==> config.mk <==
export PLATFORM = sky130hd
export DESIGN_NAME = egcd_bezout_update_flat
export DESIGN_NICKNAME = d
export VERILOG_FILES = /design/src/rtl/egcd_pkg.sv /design/src/rtl/egcd_bezout_update_if.sv /design/src/rtl/mod_q_mul.sv /design/src/rtl/egcd_bezout_update.sv /design/src/flat_wrapper.sv
export SDC_FILE = /design/constraint.sdc
export NUM_CORES = 1
export LEC_CHECK = 0
export ABC_AREA = 1
export ABC_CLOCK_PERIOD_IN_PS = 4500
export BUFFER_PORTS_ARGS = -buffer_cell sky130_fd_sc_hd__clkbuf_2
export CAP_MARGIN = 25
export CORE_MARGIN = 2
export CORE_UTILIZATION = 45
export CTS_CLUSTER_SIZE = 40
export DETAILED_ROUTE_END_ITERATION = 10
export SLEW_MARGIN = 20
export SYNTH_ARGS = -nofsm -noshare
export SYNTH_HDL_FRONTEND = slang
export SYNTH_HIERARCHICAL = 1
export SYNTH_SLANG_ARGS = --single-unit
export TNS_END_PERCENT = 50
==> constraint.sdc <==
create_clock -name i_clk -period 4.5 [get_ports i_clk]
set_input_delay 0.45 -clock i_clk [delete_from_list [all_inputs] [get_ports i_clk]]
set_output_delay 0.45 -clock i_clk [all_outputs]
set_load 0.02 [all_outputs]
==> src/rtl/egcd_pkg.sv <==
// Shared EGCD definitions: field widths, coefficient modulus, the empty-polynomial
// degree marker, the Bezout-update FSM state type and a modular subtract helper.
package egcd_pkg;

  localparam int unsigned Q_MOD = 4591;
  localparam int unsigned CW    = 13;
  localparam int unsigned AW    = 11;

  // Degree value that marks an empty polynomial.
  localparam logic [AW-1:0] DEG_NONE = '1;

  typedef enum logic [3:0] {
    StIdle,
    StCRd,
    StCWr,
    StMRd,
    StMEx,
    StMPipe,
    StMWr,
    StNRd,
    StNChk,
    StDone
  } bez_state_t;

  // (w - p) mod Q_MOD for w, p in [0, Q_MOD-1]. The wrap branch cannot exceed
  // Q_MOD-1, so plain CW-bit arithmetic is exact.
  function automatic logic [CW-1:0] sub_mod_q(input logic [CW-1:0] w, input logic [CW-1:0] p);
    if (w >= p) begin
      return w - p;
    end
    return w + CW'(Q_MOD) - p;
  endfunction

endpackage

==> src/rtl/egcd_bezout_update_if.sv <==
// Bus bundle of the Bezout update stage: start/degree handshake, the A/Q/B read
// ports, the shared W read/write port and the status outputs.
interface egcd_bezout_update_if;
  import egcd_pkg::*;

  logic          start;
  logic [AW-1:0] deg_a;
  logic [AW-1:0] deg_q;
  logic [AW-1:0] deg_b;
  logic [AW-1:0] addr_a;
  logic [CW-1:0] data_a;
  logic [AW-1:0] addr_q;
  logic [CW-1:0] data_q;
  logic [AW-1:0] addr_b;
  logic [CW-1:0] data_b;
  logic [AW-1:0] addr_w;
  logic [CW-1:0] wdata_w;
  logic          we_w;
  logic [CW-1:0] rdata_w;
  logic          busy;
  logic          done;
  logic [AW-1:0] deg_w;

  // Caller plus RAM side.
  modport master (
    output start, deg_a, deg_q, deg_b, data_a, data_q, data_b, rdata_w,
    input  addr_a, addr_q, addr_b, addr_w, wdata_w, we_w, busy, done, deg_w
  );

  // Bezout update engine side.
  modport slave (
    input  start, deg_a, deg_q, deg_b, data_a, data_q, data_b, rdata_w,
    output addr_a, addr_q, addr_b, addr_w, wdata_w, we_w, busy, done, deg_w
  );

endinterface

==> src/rtl/mod_q_mul.sv <==
// CW x CW -> CW multiply modulo Q_MOD.
// Combinational by default; with PIPE_MULT_EN defined the raw product is
// registered (when i_en is high) and reduction happens from that register.
module mod_q_mul
  import egcd_pkg::*;
(
  input  logic          i_clk,
  input  logic          i_rst_n,
  input  logic          i_en,
  input  logic [CW-1:0] i_a,
  input  logic [CW-1:0] i_b,
  output logic [CW-1:0] o_p
);

  logic [2*CW-1:0] w_prod;
  logic [2*CW-1:0] w_red;
  logic            w_unused;

  assign w_prod = {{CW{1'b0}}, i_a} * {{CW{1'b0}}, i_b};

`ifdef PIPE_MULT_EN
  logic [2*CW-1:0] r_prod;

  // Capture the raw product; reduction is done in the following cycle.
  always_ff @(posedge i_clk or negedge i_rst_n) begin
    if (!i_rst_n) begin
      r_prod <= '0;
    end else if (i_en) begin
      r_prod <= w_prod;
    end
  end

  assign w_red    = r_prod % (2*CW)'(Q_MOD);
  assign w_unused = ^w_red[2*CW-1:CW];
`else
  assign w_red    = w_prod % (2*CW)'(Q_MOD);
  assign w_unused = ^{i_clk, i_rst_n, i_en, w_red[2*CW-1:CW]};
`endif

  assign o_p = w_red[CW-1:0];

endmodule

==> src/rtl/egcd_bezout_update.sv <==
// EGCD Bezout coefficient update: W = (A - Q*B) mod Q_MOD, then the degree of W
// is normalised by scanning down from the top for the first non-zero term.
// Phases: copy A into W (zero-filled above deg_a), MAC Q*B out of W, normalise.
// Optional macro PIPE_MULT_EN: adds a product pipeline state per MAC term.
module egcd_bezout_update
  import egcd_pkg::*;
(
  input logic                  i_clk,
  input logic                  i_rst_n,
  egcd_bezout_update_if.slave  io_bus
);

  bez_state_t    r_state;
  logic [AW:0]   r_d;
  logic [AW-1:0] r_deg_a;
  logic [AW-1:0] r_deg_q;
  logic [AW-1:0] r_deg_b;
  logic [AW-1:0] r_k;
  logic [AW-1:0] r_i;
  logic [AW-1:0] r_j;
  logic [AW-1:0] r_e;
  logic [AW-1:0] r_addr_a;
  logic [AW-1:0] r_addr_q;
  logic [AW-1:0] r_addr_b;
  logic [AW-1:0] r_addr_w;
  logic          r_we_w;
  logic          r_busy;
  logic          r_done;
  logic [AW-1:0] r_deg_w;
  logic [CW-1:0] r_w;
  logic [CW-1:0] r_p;

  logic [AW:0]   w_qb;
  logic [AW:0]   w_d;
  logic [CW-1:0] w_p;
  logic [CW-1:0] w_wdata;
  logic          w_mul_en;

  assign w_qb     = {1'b0, io_bus.deg_q} + {1'b0, io_bus.deg_b};
  assign w_mul_en = (r_state == StMEx);

  // Working degree d = max(deg_a, deg_q + deg_b); an empty Q contributes nothing.
  always_comb begin
    w_d = {1'b0, io_bus.deg_a};
    if ((io_bus.deg_q != DEG_NONE) && (w_qb > w_d)) begin
      w_d = w_qb;
    end
  end

  mod_q_mul u_mul (
    .i_clk   (i_clk),
    .i_rst_n (i_rst_n),
    .i_en    (w_mul_en),
    .i_a     (io_bus.data_q),
    .i_b     (io_bus.data_b),
    .o_p     (w_p)
  );

  // W write data: A read data (or zero above deg_a) when copying, w - p when accumulating.
  always_comb begin
    w_wdata = '0;
    case (r_state)
      StCWr: begin
        if (r_k <= r_deg_a) begin
          w_wdata = io_bus.data_a;
        end
      end
      StMWr:   w_wdata = sub_mod_q(r_w, r_p);
      default: w_wdata = '0;
    endcase
  end

  // Control FSM with registered addresses, write enable and status outputs.
  always_ff @(posedge i_clk or negedge i_rst_n) begin
    if (!i_rst_n) begin
      r_state  <= StIdle;
      r_d      <= '0;
      r_deg_a  <= '0;
      r_deg_q  <= '0;
      r_deg_b  <= '0;
      r_k      <= '0;
      r_i      <= '0;
      r_j      <= '0;
      r_e      <= '0;
      r_addr_a <= '0;
      r_addr_q <= '0;
      r_addr_b <= '0;
      r_addr_w <= '0;
      r_we_w   <= 1'b0;
      r_busy   <= 1'b0;
      r_done   <= 1'b0;
      r_deg_w  <= '0;
      r_w      <= '0;
      r_p      <= '0;
    end else begin
      unique case (r_state)
        StIdle: begin
          r_done <= 1'b0;
          if (io_bus.start) begin
            r_deg_a  <= io_bus.deg_a;
            r_deg_q  <= io_bus.deg_q;
            r_deg_b  <= io_bus.deg_b;
            r_d      <= w_d;
            r_k      <= '0;
            r_addr_a <= '0;
            r_busy   <= 1'b1;
            r_state  <= StCRd;
          end
        end
        StCRd: begin
          r_addr_w <= r_k;
          r_we_w   <= 1'b1;
          r_state  <= StCWr;
        end
        StCWr: begin
          r_we_w <= 1'b0;
          if ({1'b0, r_k} == r_d) begin
            if (r_deg_q == DEG_NONE) begin
              r_e      <= r_d[AW-1:0];
              r_addr_w <= r_d[AW-1:0];
              r_state  <= StNRd;
            end else begin
              r_i      <= '0;
              r_j      <= '0;
              r_addr_q <= '0;
              r_addr_b <= '0;
              r_addr_w <= '0;
              r_state  <= StMRd;
            end
          end else begin
            r_k      <= r_k + 1'b1;
            r_addr_a <= r_k + 1'b1;
            r_state  <= StCRd;
          end
        end
        StMRd: begin
          r_state <= StMEx;
        end
        StMEx: begin
          r_w <= io_bus.rdata_w;
`ifdef PIPE_MULT_EN
          r_state <= StMPipe;
`else
          r_p     <= w_p;
          r_we_w  <= 1'b1;
          r_state <= StMWr;
`endif
        end
        StMPipe: begin
          r_p     <= w_p;
          r_we_w  <= 1'b1;
          r_state <= StMWr;
        end
        StMWr: begin
          r_we_w <= 1'b0;
          if (r_j == r_deg_b) begin
            if (r_i == r_deg_q) begin
              r_e      <= r_d[AW-1:0];
              r_addr_w <= r_d[AW-1:0];
              r_state  <= StNRd;
            end else begin
              r_i      <= r_i + 1'b1;
              r_j      <= '0;
              r_addr_q <= r_i + 1'b1;
              r_addr_b <= '0;
              r_addr_w <= r_i + 1'b1;
              r_state  <= StMRd;
            end
          end else begin
            r_j      <= r_j + 1'b1;
            r_addr_b <= r_j + 1'b1;
            r_addr_w <= r_i + r_j + 1'b1;
            r_state  <= StMRd;
          end
        end
        StNRd: begin
          r_state <= StNChk;
        end
        StNChk: begin
          if ((io_bus.rdata_w == '0) && (r_e != '0)) begin
            r_e      <= r_e - 1'b1;
            r_addr_w <= r_e - 1'b1;
            r_state  <= StNRd;
          end else begin
            r_deg_w <= r_e;
            r_busy  <= 1'b0;
            r_done  <= 1'b1;
            r_state <= StDone;
          end
        end
        StDone: begin
          r_done  <= 1'b0;
          r_state <= StIdle;
        end
        default: begin
          r_state <= StIdle;
        end
      endcase
    end
  end

  assign io_bus.addr_a  = r_addr_a;
  assign io_bus.addr_q  = r_addr_q;
  assign io_bus.addr_b  = r_addr_b;
  assign io_bus.addr_w  = r_addr_w;
  assign io_bus.wdata_w = w_wdata;
  assign io_bus.we_w    = r_we_w;
  assign io_bus.busy    = r_busy;
  assign io_bus.done    = r_done;
  assign io_bus.deg_w   = r_deg_w;

endmodule
==> src/flat_wrapper.sv <==
// flat-port wrapper written by rule: the top's interface ports become plain ports
module egcd_bezout_update_flat import egcd_pkg::*;
  (i_clk, i_rst_n, io_bus_start, io_bus_deg_a, io_bus_deg_q, io_bus_deg_b, io_bus_data_a, io_bus_data_q, io_bus_data_b, io_bus_rdata_w, io_bus_addr_a, io_bus_addr_q, io_bus_addr_b, io_bus_addr_w, io_bus_wdata_w, io_bus_we_w, io_bus_busy, io_bus_done, io_bus_deg_w);
  egcd_bezout_update_if io_bus_i ();
  input logic i_clk;
  input logic i_rst_n;
  input wire logic [$bits(io_bus_i.start)-1:0] io_bus_start;
  input wire logic [$bits(io_bus_i.deg_a)-1:0] io_bus_deg_a;
  input wire logic [$bits(io_bus_i.deg_q)-1:0] io_bus_deg_q;
  input wire logic [$bits(io_bus_i.deg_b)-1:0] io_bus_deg_b;
  input wire logic [$bits(io_bus_i.data_a)-1:0] io_bus_data_a;
  input wire logic [$bits(io_bus_i.data_q)-1:0] io_bus_data_q;
  input wire logic [$bits(io_bus_i.data_b)-1:0] io_bus_data_b;
  input wire logic [$bits(io_bus_i.rdata_w)-1:0] io_bus_rdata_w;
  output wire logic [$bits(io_bus_i.addr_a)-1:0] io_bus_addr_a;
  output wire logic [$bits(io_bus_i.addr_q)-1:0] io_bus_addr_q;
  output wire logic [$bits(io_bus_i.addr_b)-1:0] io_bus_addr_b;
  output wire logic [$bits(io_bus_i.addr_w)-1:0] io_bus_addr_w;
  output wire logic [$bits(io_bus_i.wdata_w)-1:0] io_bus_wdata_w;
  output wire logic [$bits(io_bus_i.we_w)-1:0] io_bus_we_w;
  output wire logic [$bits(io_bus_i.busy)-1:0] io_bus_busy;
  output wire logic [$bits(io_bus_i.done)-1:0] io_bus_done;
  output wire logic [$bits(io_bus_i.deg_w)-1:0] io_bus_deg_w;
  assign io_bus_i.start = io_bus_start;
  assign io_bus_i.deg_a = io_bus_deg_a;
  assign io_bus_i.deg_q = io_bus_deg_q;
  assign io_bus_i.deg_b = io_bus_deg_b;
  assign io_bus_i.data_a = io_bus_data_a;
  assign io_bus_i.data_q = io_bus_data_q;
  assign io_bus_i.data_b = io_bus_data_b;
  assign io_bus_i.rdata_w = io_bus_rdata_w;
  assign io_bus_addr_a = io_bus_i.addr_a;
  assign io_bus_addr_q = io_bus_i.addr_q;
  assign io_bus_addr_b = io_bus_i.addr_b;
  assign io_bus_addr_w = io_bus_i.addr_w;
  assign io_bus_wdata_w = io_bus_i.wdata_w;
  assign io_bus_we_w = io_bus_i.we_w;
  assign io_bus_busy = io_bus_i.busy;
  assign io_bus_done = io_bus_i.done;
  assign io_bus_deg_w = io_bus_i.deg_w;
  egcd_bezout_update u_core (.i_clk(i_clk), .i_rst_n(i_rst_n), .io_bus(io_bus_i));
endmodule
==> results of run 1 <==
flip-flops by register name (all words and copies together), names as in the netlist:
signal                cells
u_core/io_bus.deg_w      11
u_core/io_bus.busy        1
u_core/r_deg_q           11
u_core/r_p               13
u_core/r_state            4
u_core/r_deg_a           11
u_core/io_bus.we_w        1
u_core/r_w               13
u_core/io_bus.addr_q     11
u_core/io_bus.done        1
u_core/r_d               12
u_core/io_bus.addr_b     11
u_core/r_e               11
u_core/io_bus.addr_w     11
u_core/r_deg_b           11
u_core/io_bus.addr_a     11
final cells by class:
cell class	count	area (um^2)	share of cell area (%)
clock buffer	19	432.9	1.272
clock inverter	13	173.9	0.5109
inverter	724	2760	8.108
multi-input combinational	2943	20300	59.63
sequential	144	3603	10.59
tap	696	870.8	2.558
timing repair buffer	778	5903	17.34
worst min-delay path: stages:
cell and delay (ps):
clkbuf_2 90, nand2_1 40, o21ai_0 60
cells in the mapped netlist, drive strengths merged, types with 39 or more instances:
master,count
nand3,357
nand4,91
inv,715
o21ai,197
a21oi,95
ha,150
nor2,303
dfrtp,144
nand2,1366
fa,131
xor2,95
buf,39
clkbuf,43
through the flow:
stage / setup WS (ps) / instances / setup TNS, ps
after floorplan: -10530 / 3879 / -136400
after global placement: -11480 / 5164 / -148870
after detailed placement: -11770 / 5165 / -152550
after CTS: -10580 / 5237 / -137140
after global routing: -11700 / 5317 / -151790
final: -10740 / 5317 / -139230
final timing paths:
kind | end | cells past startpoint | startpoint | slack [ps]
max | u_core/r_p[9]$_DFFE_PN0P_ | 122 | io_bus_data_q[10] | -10740
min | u_core/r_w[11]$_DFFE_PN0P_ | 3 | io_bus_rdata_w[11] | 240
max reg2reg | u_core/r_e[5]$_DFFE_PN0P_ | 8 | u_core/io_bus.addr_b[0]$_DFFE_PN0P_ | 1530
min reg2reg | u_core/io_bus.addr_w[7]$_DFFE_PN0P_ | 2 | u_core/io_bus.addr_w[7]$_DFFE_PN0P_ | 480
max in group asynchronous | u_core/r_deg_a[7]$_DFFE_PN0P_ | 3 | i_rst_n | 2900
min in group asynchronous | u_core/io_bus.addr_b[5]$_DFFE_PN0P_ | 2 | i_rst_n | 530
per-layer routing:
metal | vias up | track usage [%] | wire length, um
li1 | 13570 | - | -
met1 | 12080 | 33.87 | 33730
met2 | 592 | 45.05 | 36490
met3 | 114 | 1.707 | 2713
met4 | 0 | 5.984 | 1438
met5 | - | 0 | 0
cell families (layout without fill, tap and decap cells):
family / Yosys count / after routing / share of synthesized area, %
buffers and inverters: 806 / 1534 / 13.08
and+or+nand+nor: 2186 / 2200 / 41.29
xor gates and xnor gates: 124 / 124 / 4.483
DFF: 144 / 144 / 14.67
AOI/OAI and AO/OA: 338 / 338 / 8.151
adders and majority gates: 281 / 281 / 18.32
cells in the final DEF (no fill, tap or decap), types with 88 or more instances in the layout:
cell type / instances
nand2_2: 230
ha_1: 133
buf_4: 570
nand3_1: 266
clkbuf_2: 135
dfrtp_1: 144
o21ai_0: 128
inv_1: 631
nor2_1: 185
xor2_1: 88
fa_1: 127
nand2_4: 97
nand2_1: 1029
timing repair:
item                       4_1_cts  5_1_grt
hold buffers                     1        0
gates resized for setup        128      457
buffers inserted                29       75
gates cloned                    10        7
hold endpoints to repair        37        0
pin swaps                       73      258
setup endpoints to repair       13       13
==> flow_metrics.py, run 1 <==
metrics = {
    "place": {
        "port_buffers": 158,
        "place.gp.congestion": 0.9212,
        "place_area_um2": 30240,
        "hpwl_um": 58650,
    },
    "logic_synthesis": {
        "post-synth-top-area-fraction_pct": 18.39,
        "ys_seq_elements": 144,
        "synth_cell_types": 66,
        "synth_edf_count": 0,
        "avgSynthCellArea_um2": 6.332,
        "async_reset_ff_share_pct": 100.0,
        "synth_area_um2": 24560,
        "yosys-top-cells-area": "nand2_1, dfrtp_1, fa_1",
        "syn-num-nets": 4248,
        "ys_warn_count": 6,
        "seq_area_frac_synth_pct": 14.67,
        "syn-instance-count": 3879,
        "synth.largest_area_cell": "nand2_1",
        "synthFlopType": "dfrtp_1",
    },
    "setup_path": {
        "cpPeakStageDelay_ps": 550,
        "worstPathBufferInverterCount": 27,
        "worstPathRequired_ps": 4780,
        "path_common_cell": "nand2_4",
        "slowest_stage": "fa_1",
        "path_class": "in2reg",
        "cp_top_family": "simple AND/OR/NAND/NOR gates",
        "cp_max_fo": 10,
        "setup.worst_path.start_class": "primary input",
        "worstPathArrival_ps": 15530,
        "endpoint_kind": "flop",
    },
    "routing": {
        "viasPerCell": 4.956,
        "firstDrtPassIters": 6,
        "ant_nets": 0,
        "first_iter_violations": 1544,
        "via_count": 26350,
        "wirelength_um": 74370,
        "drc": 0,
        "wl_per_cell_um": 13.99,
    },
    "clock_network": {
        "clk_pin_slew_ps": 60,
        "cts_tree": "done",
        "numCtsBuffers": 17,
        "clock_latency_ps": 450,
        "htreeDepth": 4,
        "cts_root_buf": "clkbuf_16",
        "clockBufferDepth": 2,
        "clock_sinks": 144,
    },
    "timing": {
        "rsz0062_at_grt": "true",
        "hold_slack_ps": 239.7,
        "finalCritPeriodShare_pct": 338.7,
        "drv_slew": 0,
        "setup_ws_ps": -10740,
        "tightest_slew_ps": 972.0,
        "slew_headroom_pct": 34.84,
        "finalClockSkew_ps": 15.60,
        "finalSetupViolCount": 13,
        "layout_min_cycle_time_ps": 15240,
        "hold_viol_final": 0,
        "clock.fmax_mhz": 65.60,
    },
    "final_layout": {
        "drive_gt1_share_pct": 34.04,
        "utilization_pct": 63.13,
        "finalNetCount": 4977,
        "fill_cells": 5005,
        "design_area_um2": 34040,
        "diodes": 0,
        "syn2layout_area_growth_pct": 38.60,
    },
    "floorplanning": {
        "die-height_um": 237.6,
        "die_w_um": 237.6,
        "core_area_um2": 53920,
        "die_area_um2": 56470,
        "fp-row-count": 85,
        "ios": 159,
        "start_util_pct": 45.55,
    },
    "status": {
        "run_status": "finished with violations",
        "violations": "setup timing",
    },
    "global_routing": {
        "grt_max_degree": 69,
        "antenna_found_initial": 0,
        "gr-total-overflow": 0,
        "grt_first_pass_wirelength_um": 119800,
        "globalRouteTotalUtil_pct": 25.45,
        "grt_pass1_vias": 24940,
    },
    "min_path": {
        "min_path_type": "in2reg",
    },
    "run": {
        "cap_viol_max_count": 0,
    },
}
Power of run 1 is left out: the tool's default activity adds up to more than one toggle a clock period on the data nets, which glitch-free logic cannot reach.
==> run 2: changes to the inputs <==
- SKIP_CTS_REPAIR_TIMING: unset -> 1
==> flow_metrics.py, run 2 (synthesis gave the netlist of run 1 again) <==
metrics = {
    "final_layout": {
        "diodes": 0,
        "instances_no_fill": 5296,
        "syn2layout_area_growth_pct": 36.90,
        "finalNetCount": 4956,
        "final_cell_mix": "nand2_1, inv_1, buf_4, nand3_1, nand2_2",
        "largestRegisters": "u_core/r_p (13), u_core/r_w (13), u_core/r_d (12)",
        "drive_gt1_share_pct": 32.96,
        "final_common_cell": "nand2_1",
        "utilization_pct": 62.36,
    },
    "clock_network": {
        "clk_pin_slew_ps": 60,
        "htreeDepth": 4,
        "numCtsBuffers": 17,
        "clock_latency_ps": 440,
        "clockBufferDepth": 2,
        "clock_sinks": 144,
        "cts_tree": "done",
        "cts_root_buf": "clkbuf_16",
    },
    "place": {
        "hpwl_um": 58650,
        "port_buffers": 158,
        "dpl.cell_count": 5165,
        "place.gp.congestion": 0.9212,
    },
    "routing": {
        "drc": 0,
        "firstDrtPassIters": 7,
        "viasPerCell": 4.953,
        "ant_nets": 0,
        "wl_per_cell_um": 13.86,
        "first_iter_violations": 1482,
        "wirelength_um": 73410,
        "via_count": 26230,
    },
    "floorplanning": {
        "core_area_um2": 53920,
        "ios": 159,
        "die_w_um": 237.6,
        "die_area_um2": 56470,
        "die-height_um": 237.6,
        "fp-row-count": 85,
        "start_util_pct": 45.55,
    },
    "run": {
        "cap_viol_max_count": 0,
    },
    "global_routing": {
        "globalRouteTotalUtil_pct": 24.87,
        "grt_max_degree": 69,
        "use_met2_pct": 43.86,
        "grt_first_pass_wirelength_um": 117000,
        "top_usage_layer": "met2",
        "gr-total-overflow": 0,
        "grt_use_met3_pct": 1.684,
        "grt_util_met1_pct": 33.35,
        "antenna_found_initial": 0,
        "grt_pass1_vias": 24370,
    },
    "timing": {
        "drv_slew": 0,
        "rsz0062_at_grt": "true",
        "clock.fmax_mhz": 65.46,
        "layout_min_cycle_time_ps": 15280,
        "finalSetupViolCount": 13,
        "setup_ws_ps": -10780,
        "finalClockSkew_ps": 15.85,
        "tightest_slew_ps": 965.2,
        "hold_viol_final": 20,
        "hold_slack_ps": -29.60,
        "setup_tns_ps": -139710,
        "slew_headroom_pct": 35.30,
        "finalCritPeriodShare_pct": 339.5,
    },
    "setup_path": {
        "r2r-start": "u_core/io_bus.addr_b[0]$_DFFE_PN0P_",
        "endpoint_kind": "flop",
        "cp_max_fo": 8,
        "worstPathArrival_ps": 15560,
        "cpPeakStageDelay_ps": 550,
        "r2r_end": "u_core/r_e[5]$_DFFE_PN0P_",
        "worstPathRequired_ps": 4780,
        "slowest_stage": "fa_1",
        "reg2reg_slack_ps": 1500,
        "rr_worst_depth": 8,
        "setup.worst_path.start_class": "primary input",
        "path_class": "in2reg",
    },
    "status": {
        "run_status": "finished with violations",
        "violations": "hold timing, setup timing",
    },
    "min_path": {
        "min_path_type": "in2async",
    },
}
## run 2: cell count changes in the layout (fill, tap and decap cells not counted), moves of 7 or more
cell     delta
nand3_1    +16
nand3_2    -15
nand2_4    -11
buf_4      -10
inv_2       -8
inv_1       +7
nand2_1     +7
## run 2: final cells by class
| class | count | area, um^2 |
|---|---|---|
| clock inverter | 13 | 173.9 |
| timing repair buffer | 757 | 5672 |
| multi-input combinational | 2943 | 20110 |
| inverter | 724 | 2764 |
| clock buffer | 19 | 432.9 |
| sequential | 144 | 3603 |
| fill | 5037 | 20300 |
| tap | 696 | 870.8 |
## run 2: worst max-delay path by stage
stage	slack (ps)	end	depth (start not counted)	startpoint
2_1_floorplan	-10530	u_core/r_p[5]$_DFFE_PN0P_	128	io_bus_data_q[7]
3_3_place_gp	-11480	u_core/r_p[5]$_DFFE_PN0P_	118	io_bus_data_q[7]
3_5_place_dp	-11770	u_core/r_p[9]$_DFFE_PN0P_	109	io_bus_data_q[7]
4_1_cts	-11330	u_core/r_p[9]$_DFFE_PN0P_	109	io_bus_data_q[7]
5_1_grt	-11730	u_core/r_p[11]$_DFFE_PN0P_	117	io_bus_data_q[8]
6_report	-10780	u_core/r_p[9]$_DFFE_PN0P_	115	io_bus_data_q[11]
## run 2: per-layer routing
metal | up-vias | part of all wire, %
met5 | - | 0
met4 | 0 | 1.7
met3 | 99 | 3.7
met2 | 571 | 49
met1 | 12050 | 45
li1 | 13520 | -
## run 2: worst max-delay path: cells and delay by family
family / cells / cell delay (ps)
AND/OR/NAND/NOR: 69 / 6730
adder cells (fa/ha/maj): 8 / 2920
buffers and inverters: 24 / 2620
AO/OA/AOI/OAI: 11 / 2120
XOR/XNOR: 3 / 640
## run 2: per-stage QoR
| step | area, um^2 | setup WS, ps |
|---|---|---|
| CTS | 30840 | -11330 |
| global placement | 30230 | -11480 |
| floorplan | 25250 | -10530 |
| finish | 33620 | -10780 |
| global route | 33620 | -11730 |
| detailed placement | 30240 | -11770 |
Power of run 2 is left out for the same reason.
